### config.mk
export PLATFORM = sky130hd
export DESIGN_NAME = idct4x4_sched
export DESIGN_NICKNAME = d
export VERILOG_FILES = /design/src/rtl/idct_pkg.sv /design/src/rtl/idct4_core.sv /design/src/rtl/idct4x4_sched.sv
export SDC_FILE = /design/constraint.sdc
export NUM_CORES = 2
export LEC_CHECK = 0
export ABC_CLOCK_PERIOD_IN_PS = 13300
export BUFFER_PORTS_ARGS = -buffer_cell sky130_fd_sc_hd__buf_4
export CAP_MARGIN = 5
export CORE_MARGIN = 3
export CORE_UTILIZATION = 45
export DETAILED_ROUTE_END_ITERATION = 6
export PLACE_DENSITY = 0.61
export SLEW_MARGIN = 0
export SYNTH_ARGS = -nofsm -noshare
export SYNTH_HDL_FRONTEND = slang
export SYNTH_SLANG_ARGS = --single-unit
### constraint.sdc
create_clock -name clk -period 13.3 [get_ports clk]
set_clock_uncertainty 0.1 [all_clocks]
set_input_delay 1.995 -clock clk [delete_from_list [all_inputs] [get_ports clk]]
set_output_delay 1.995 -clock clk [all_outputs]
set_load 0.05 [all_outputs]
### src/rtl/idct_pkg.sv
`default_nettype none
// idct_pkg -- shared constants, scheduler state type and the round/saturate helper.
// Rev 1.0
package idct_pkg;

  localparam int DW     = 16;
  localparam int IW     = 25;
  localparam int SHIFT1 = 7;
  localparam int SHIFT2 = 12;

  localparam int C64 = 64;
  localparam int C83 = 83;
  localparam int C36 = 36;

  typedef enum logic [1:0] {
    ST_LOAD = 2'd0,
    ST_COL  = 2'd1,
    ST_ROW  = 2'd2
  } state_e;

  localparam logic signed [IW-1:0] SAT_HI = IW'((1 << (DW - 1)) - 1);
  localparam logic signed [IW-1:0] SAT_LO = -SAT_HI - IW'(1);

  // Round half up, floor via arithmetic shift, then clip to the DW-bit range.
  function automatic logic signed [DW-1:0] round_sat(input logic signed [IW-1:0] sum,
                                                     input logic [4:0]           sh);
    logic signed [IW-1:0] rnd;
    logic signed [IW-1:0] r;
    rnd = {{(IW-1){1'b0}}, 1'b1} << (sh - 5'd1);
    r   = (sum + rnd) >>> sh;
    if (r > SAT_HI)      round_sat = SAT_HI[DW-1:0];
    else if (r < SAT_LO) round_sat = SAT_LO[DW-1:0];
    else                 round_sat = r[DW-1:0];
  endfunction

endpackage
`default_nettype wire

### src/rtl/idct4_core.sv
`default_nettype none
// idct4_core -- combinational 4-point inverse DCT butterfly with selectable rounding shift.
// Rev 1.0
module idct4_core
  import idct_pkg::*;
#(
  parameter int COL_SHIFT = idct_pkg::SHIFT1,
  parameter int ROW_SHIFT = idct_pkg::SHIFT2
) (
  input  logic [4*DW-1:0] a_i,
  input  logic            row_pass_i,
  output logic [4*DW-1:0] y_o
);

  localparam logic signed [IW-1:0] K64 = IW'(C64);
  localparam logic signed [IW-1:0] K83 = IW'(C83);
  localparam logic signed [IW-1:0] K36 = IW'(C36);

  logic signed [IW-1:0] a [4];
  logic signed [IW-1:0] s [4];
  logic [4:0]           sh;

  always_comb begin
    for (int k = 0; k < 4; k++) begin
      a[k] = IW'(signed'(a_i[k*DW +: DW]));
    end
    s[0] = K64*a[0] + K83*a[1] + K64*a[2] + K36*a[3];
    s[1] = K64*a[0] + K36*a[1] - K64*a[2] - K83*a[3];
    s[2] = K64*a[0] - K36*a[1] - K64*a[2] + K83*a[3];
    s[3] = K64*a[0] - K83*a[1] + K64*a[2] - K36*a[3];
    sh   = row_pass_i ? 5'(ROW_SHIFT) : 5'(COL_SHIFT);
    for (int k = 0; k < 4; k++) begin
      y_o[k*DW +: DW] = round_sat(s[k], sh);
    end
  end

endmodule
`default_nettype wire

### src/rtl/idct4x4_sched.sv
`default_nettype none
// idct4x4_sched -- loads a 4x4 coefficient block, runs the column pass in place, streams the row pass.
// Rev 1.0
module idct4x4_sched #(
  parameter int SHIFT1 = idct_pkg::SHIFT1,
  parameter int SHIFT2 = idct_pkg::SHIFT2
) (
  input  logic                      clk,
  input  logic                      reset,
  input  logic                      s_valid,
  output logic                      s_ready,
  input  logic [4*idct_pkg::DW-1:0] s_data,
  output logic                      m_valid,
  input  logic                      m_ready,
  output logic [4*idct_pkg::DW-1:0] m_data,
  output logic                      m_last
);
  import idct_pkg::*;

  state_e          state_q, state_d;
  logic [1:0]      idx_q, idx_d;
  logic [DW-1:0]   coef_q [4][4];
  logic            m_valid_q;
  logic            m_last_q;
  logic [4*DW-1:0] m_data_q;

  logic            accept;
  logic            col_step;
  logic            issue;
  logic [4*DW-1:0] core_a;
  logic [4*DW-1:0] core_y;

  always_ff @(posedge clk or negedge reset) begin
    if (!reset) begin
      state_q <= ST_LOAD;
      idx_q   <= '0;
    end else begin
      state_q <= state_d;
      idx_q   <= idx_d;
    end
  end

  always_comb begin
    state_d = state_q;
    idx_d   = idx_q;
    case (state_q)
      ST_LOAD: if (accept) begin
        idx_d = idx_q + 2'd1;
        if (idx_q == 2'd3) state_d = ST_COL;
      end
      ST_COL: begin
        idx_d = idx_q + 2'd1;
        if (idx_q == 2'd3) state_d = ST_ROW;
      end
      ST_ROW: if (issue) begin
        idx_d = idx_q + 2'd1;
        if (idx_q == 2'd3) state_d = ST_LOAD;
      end
      default: begin
        state_d = ST_LOAD;
        idx_d   = '0;
      end
    endcase
  end

  // A new row may be issued whenever the output register is empty or being drained.
  always_comb begin
    s_ready  = (state_q == ST_LOAD);
    accept   = s_ready && s_valid;
    col_step = (state_q == ST_COL);
    issue    = (state_q == ST_ROW) && (!m_valid_q || m_ready);
  end

  always_comb begin
    core_a = '0;
    for (int k = 0; k < 4; k++) begin
      if (col_step) core_a[k*DW +: DW] = coef_q[k][idx_q];
      else          core_a[k*DW +: DW] = coef_q[idx_q][k];
    end
  end

  idct4_core #(
    .COL_SHIFT (SHIFT1),
    .ROW_SHIFT (SHIFT2)
  ) u_core (
    .a_i        (core_a),
    .row_pass_i (state_q == ST_ROW),
    .y_o        (core_y)
  );

  // Column results overwrite the column they were read from.
  always_ff @(posedge clk or negedge reset) begin
    if (!reset) begin
      for (int r = 0; r < 4; r++) begin
        for (int c = 0; c < 4; c++) begin
          coef_q[r][c] <= '0;
        end
      end
    end else if (accept) begin
      for (int c = 0; c < 4; c++) begin
        coef_q[idx_q][c] <= s_data[c*DW +: DW];
      end
    end else if (col_step) begin
      for (int r = 0; r < 4; r++) begin
        coef_q[r][idx_q] <= core_y[r*DW +: DW];
      end
    end
  end

  always_ff @(posedge clk or negedge reset) begin
    if (!reset) begin
      m_valid_q <= 1'b0;
      m_last_q  <= 1'b0;
      m_data_q  <= '0;
    end else if (issue) begin
      m_valid_q <= 1'b1;
      m_last_q  <= (idx_q == 2'd3);
      m_data_q  <= core_y;
    end else if (m_valid_q && m_ready) begin
      m_valid_q <= 1'b0;
    end
  end

  assign m_valid = m_valid_q;
  assign m_last  = m_last_q;
  assign m_data  = m_data_q;

endmodule
`default_nettype wire

==> metrics.txt <==
outcome finished, violations left; violations in the final reports DRC; Post-CTS Setup Inserts 0; placement row count 98; Final Hold Fails 0; number of buffers added by the clock tree synthesis step 40; Clock Pin Slew Worst Setup and Hold Paths ~0.06 ns; area added between synthesis and finish 11.1%; CTS max path bufs 3; average wire length per cell after detail routing 26.2 µm; critical path required time 13.61 ns; fraction of the yosys area taken by sequential cells 0.249; area of the mapped netlist 32,800 µm²; Post-Synthesis Net Count 4,271; initial antenna violation count 4; Horiz. Die Dim 276 µm; kind of end point of the critical path flip-flop; Crit-path slowest cell o21ai_0; number of buffers inserted by hold repair at cts 0; number of synthesized register bits 326; setup TNS after final layout 0 ns; Async S/R FF share, synth 1.00; remaining global-route overflow 0; hold crit path type reg -> reg; critical-path maximum fanout 18; combinational family with the most area after synthesis adder cells; wire length of the first global-routing pass 184,000 µm; post-synthesis adder-cell area fraction 0.254; first-pass iteration count of the detailed router 7; area of all placed cells without fillers 36,500 µm²; cell at the root of the clock tree clkbuf_16; Reg2Reg Setup Slack around 2.0 ns; final HPWL from detailed placement between 90,000 and 100,000 µm; Post-CTS Resized 0; Clock Sinks 326; number of I/O pins 135; Die Footprint approximately 76,000 µm²; Critical Path AT 11.58 ns; total length of routed wires between 100,000 and 150,000 µm; share of the synthesized area in compound gates (AO/OA/AOI/OAI) 0.222; number of design-rule violations left by the first detailed-router iteration 3,283; startpoint types flip-flop; global router's overall resource usage 0.317; top flip-flop cell by instance count after synthesis dfrtp_1; fraction of synthesized area in multiplexers 0.0549; setup repair after global routing missed its margin no; EDFF count, synth 0; number of DRC violations after detailed routing 15; top achievable clock speed about 0.09 GHz; synthesized-area fraction occupied by and/or/nand/nor cells 0.0973; Setup CP Type reg -> reg; synthesized-area fraction occupied by xor and xnor cells 0.0511; count of fill cells added during filler insertion between 6,000 and 7,000; maximum single-stage delay on the critical path 0.99 ns; number of nets in the finished design 4,368; area of placed instances 35,100 µm²; count of distinct cell types in the synthesized netlist 96; max-slew violation count 0; count of mapped cells out of synthesis 3,642; number of vias per cell 6.25; Final setup viols 0; count of input and output buffers 134; count of max-cap constraint violations 0; CTS tree built; count of vias placed by the detailed router between 20,000 and 30,000; Ys Warns 0; Antenna Nets Post-Route 0; share of the cycle needed by the critical path after routing 0.847; via count of the first global-routing pass 28,712; Initial Utilization 0.457; fraction of layout cells with a size suffix above 1 0.119; die height between 200 and 300 µm; post-layout minimum cycle time between 10 and 15 ns; area of the core region 71,900 µm²; setup slack after placement 2.22 ns; pin count of the biggest net entering global routing 155; relative slew slack 0.128; clock latency on the worst-skew pair 0.61 ns; worst slew pin tran 1.31 ns; gp weighted congestion about 0.96; final critical-path setup slack 2.03 ns; mean area per synthesized cell 9.01 µm²; H-tree depth reported by CTS 2
-- synth_stat cells (all sizes together) (9+ instances only) --
cell      n  area, µm²
inv     452       1700
ha      384       4800
o21ai   373       1890
nand2   358       1360
dfrtp   326       8160
a21oi   213       1100
a22oi   200       1500
fa      177       3540
nor2    177        689
clkbuf  142        533
xnor2   113       1020
xor2     72        638
a21o     67        503
mux4     65       1460
a31oi    35        234
nand3    35        175
nor2b    32        200
nor3     32        160
o21a     32        240
mux2i    31        327
buf      28        144
a22o     26        228
o211ai   23        178
a211oi   19        173
nand2b   16        100
o21bai   16        120
and2     15       93.8
nand4    13       81.3
a221o    12        120
a221oi   12        148
o22ai    11       68.8
o31ai    11       87.6
or2      11       68.8
or3      11       68.8
and3      9       56.3
-- sequential cells by signal (all words and copies together) (netlist names) --
register  count
m_valid       1
coef_q      256
m_last        1
m_data       64
idx_q         2
state_q       2
-- metrics by stage --
stage          utilization  std cells  hold WS [ns]
2_1_floorplan            -       3642         0.362
3_3_place_gp         0.489       4647         0.362
3_5_place_dp         0.489       4647         0.365
4_1_cts              0.508       4718         0.379
5_1_grt              0.508       4718         0.383
6_report             0.508       4721         0.375
-- worst max-delay path, delay by kind of cell (launching register included) --
family | cells | cell delay, ns
AO/OA/AOI/OAI | 17 | 4.85
AND/OR/NAND/NOR | 8 | 1.78
buffers and inverters | 4 | 0.48
flip-flops | 1 | 0.45
adder cells (fa/ha/maj) | 7 | 2.55
XOR/XNOR | 3 | 0.83
-- kinds of logic (layout without fill, tap and decap cells) --
group | after synthesis | after routing
other | 0 | 3
AND/OR/NAND/NOR | 728 | 728
adder cells (fa/ha/maj) | 561 | 561
XOR/XNOR | 186 | 186
flip-flops | 326 | 326
buffers and inverters | 622 | 748
multiplexers | 97 | 97
AO/OA/AOI/OAI | 1122 | 1122
-- area by class of cell --
class                   instances  area (µm²)  area share
multi-input cells            2694       22400       0.613
flip-flops and latches        326        8160       0.224
repair buffers                225        1730      0.0475
inverters                     452        1700      0.0465
clock buffers                  60        1230      0.0336
well taps                     950        1190      0.0326
clock inverters                11         104     0.00285
diodes                          3        7.51    0.000206
-- worst paths after layout --
check,from,end,depth (start not counted)
worst min-delay path,m_data[23]$_DFFE_PN0P_,m_data[23]$_DFFE_PN0P_,2
min in group asynchronous,reset,m_last$_DFFE_PN0P_,1
max in group asynchronous,reset,idx_q[0]$_DFFE_PN0P_,2
worst max-delay path,state_q[0]$_DFFE_PN0P_,coef_q[112]$_DFFE_PN0P_,39
worst min register to register,m_data[23]$_DFFE_PN0P_,m_data[23]$_DFFE_PN0P_,2
worst max register to register,state_q[0]$_DFFE_PN0P_,coef_q[112]$_DFFE_PN0P_,39
-- cell usage in the layout (no fill, tap or decap), drive strengths merged, types with 35 or more instances in the layout --
| cell type | count |
|---|---|
| fa | 177 |
| xor2 | 72 |
| nand3 | 35 |
| a21o | 67 |
| a21oi | 213 |
| clkbuf | 60 |
| ha | 384 |
| nor2 | 177 |
| buf | 225 |
| o21ai | 373 |
| dfrtp | 326 |
| inv | 453 |
| a31oi | 35 |
| mux4 | 65 |
| a22oi | 200 |
| nand2 | 358 |
| xnor2 | 113 |
-- layer usage --
metal | wire, µm | vias up | track usage
met2 | 52700 | 1623 | 0.474
met1 | 51300 | 14570 | 0.438
met3 | 13200 | 345 | 0.0709
met5 | 0 | - | 0
met4 | 6560 | 0 | 0.143
li1 | - | 12971 | -
Power is not shown: default switching activity piles up to over one toggle a cycle in this logic, so the estimate is an artifact.
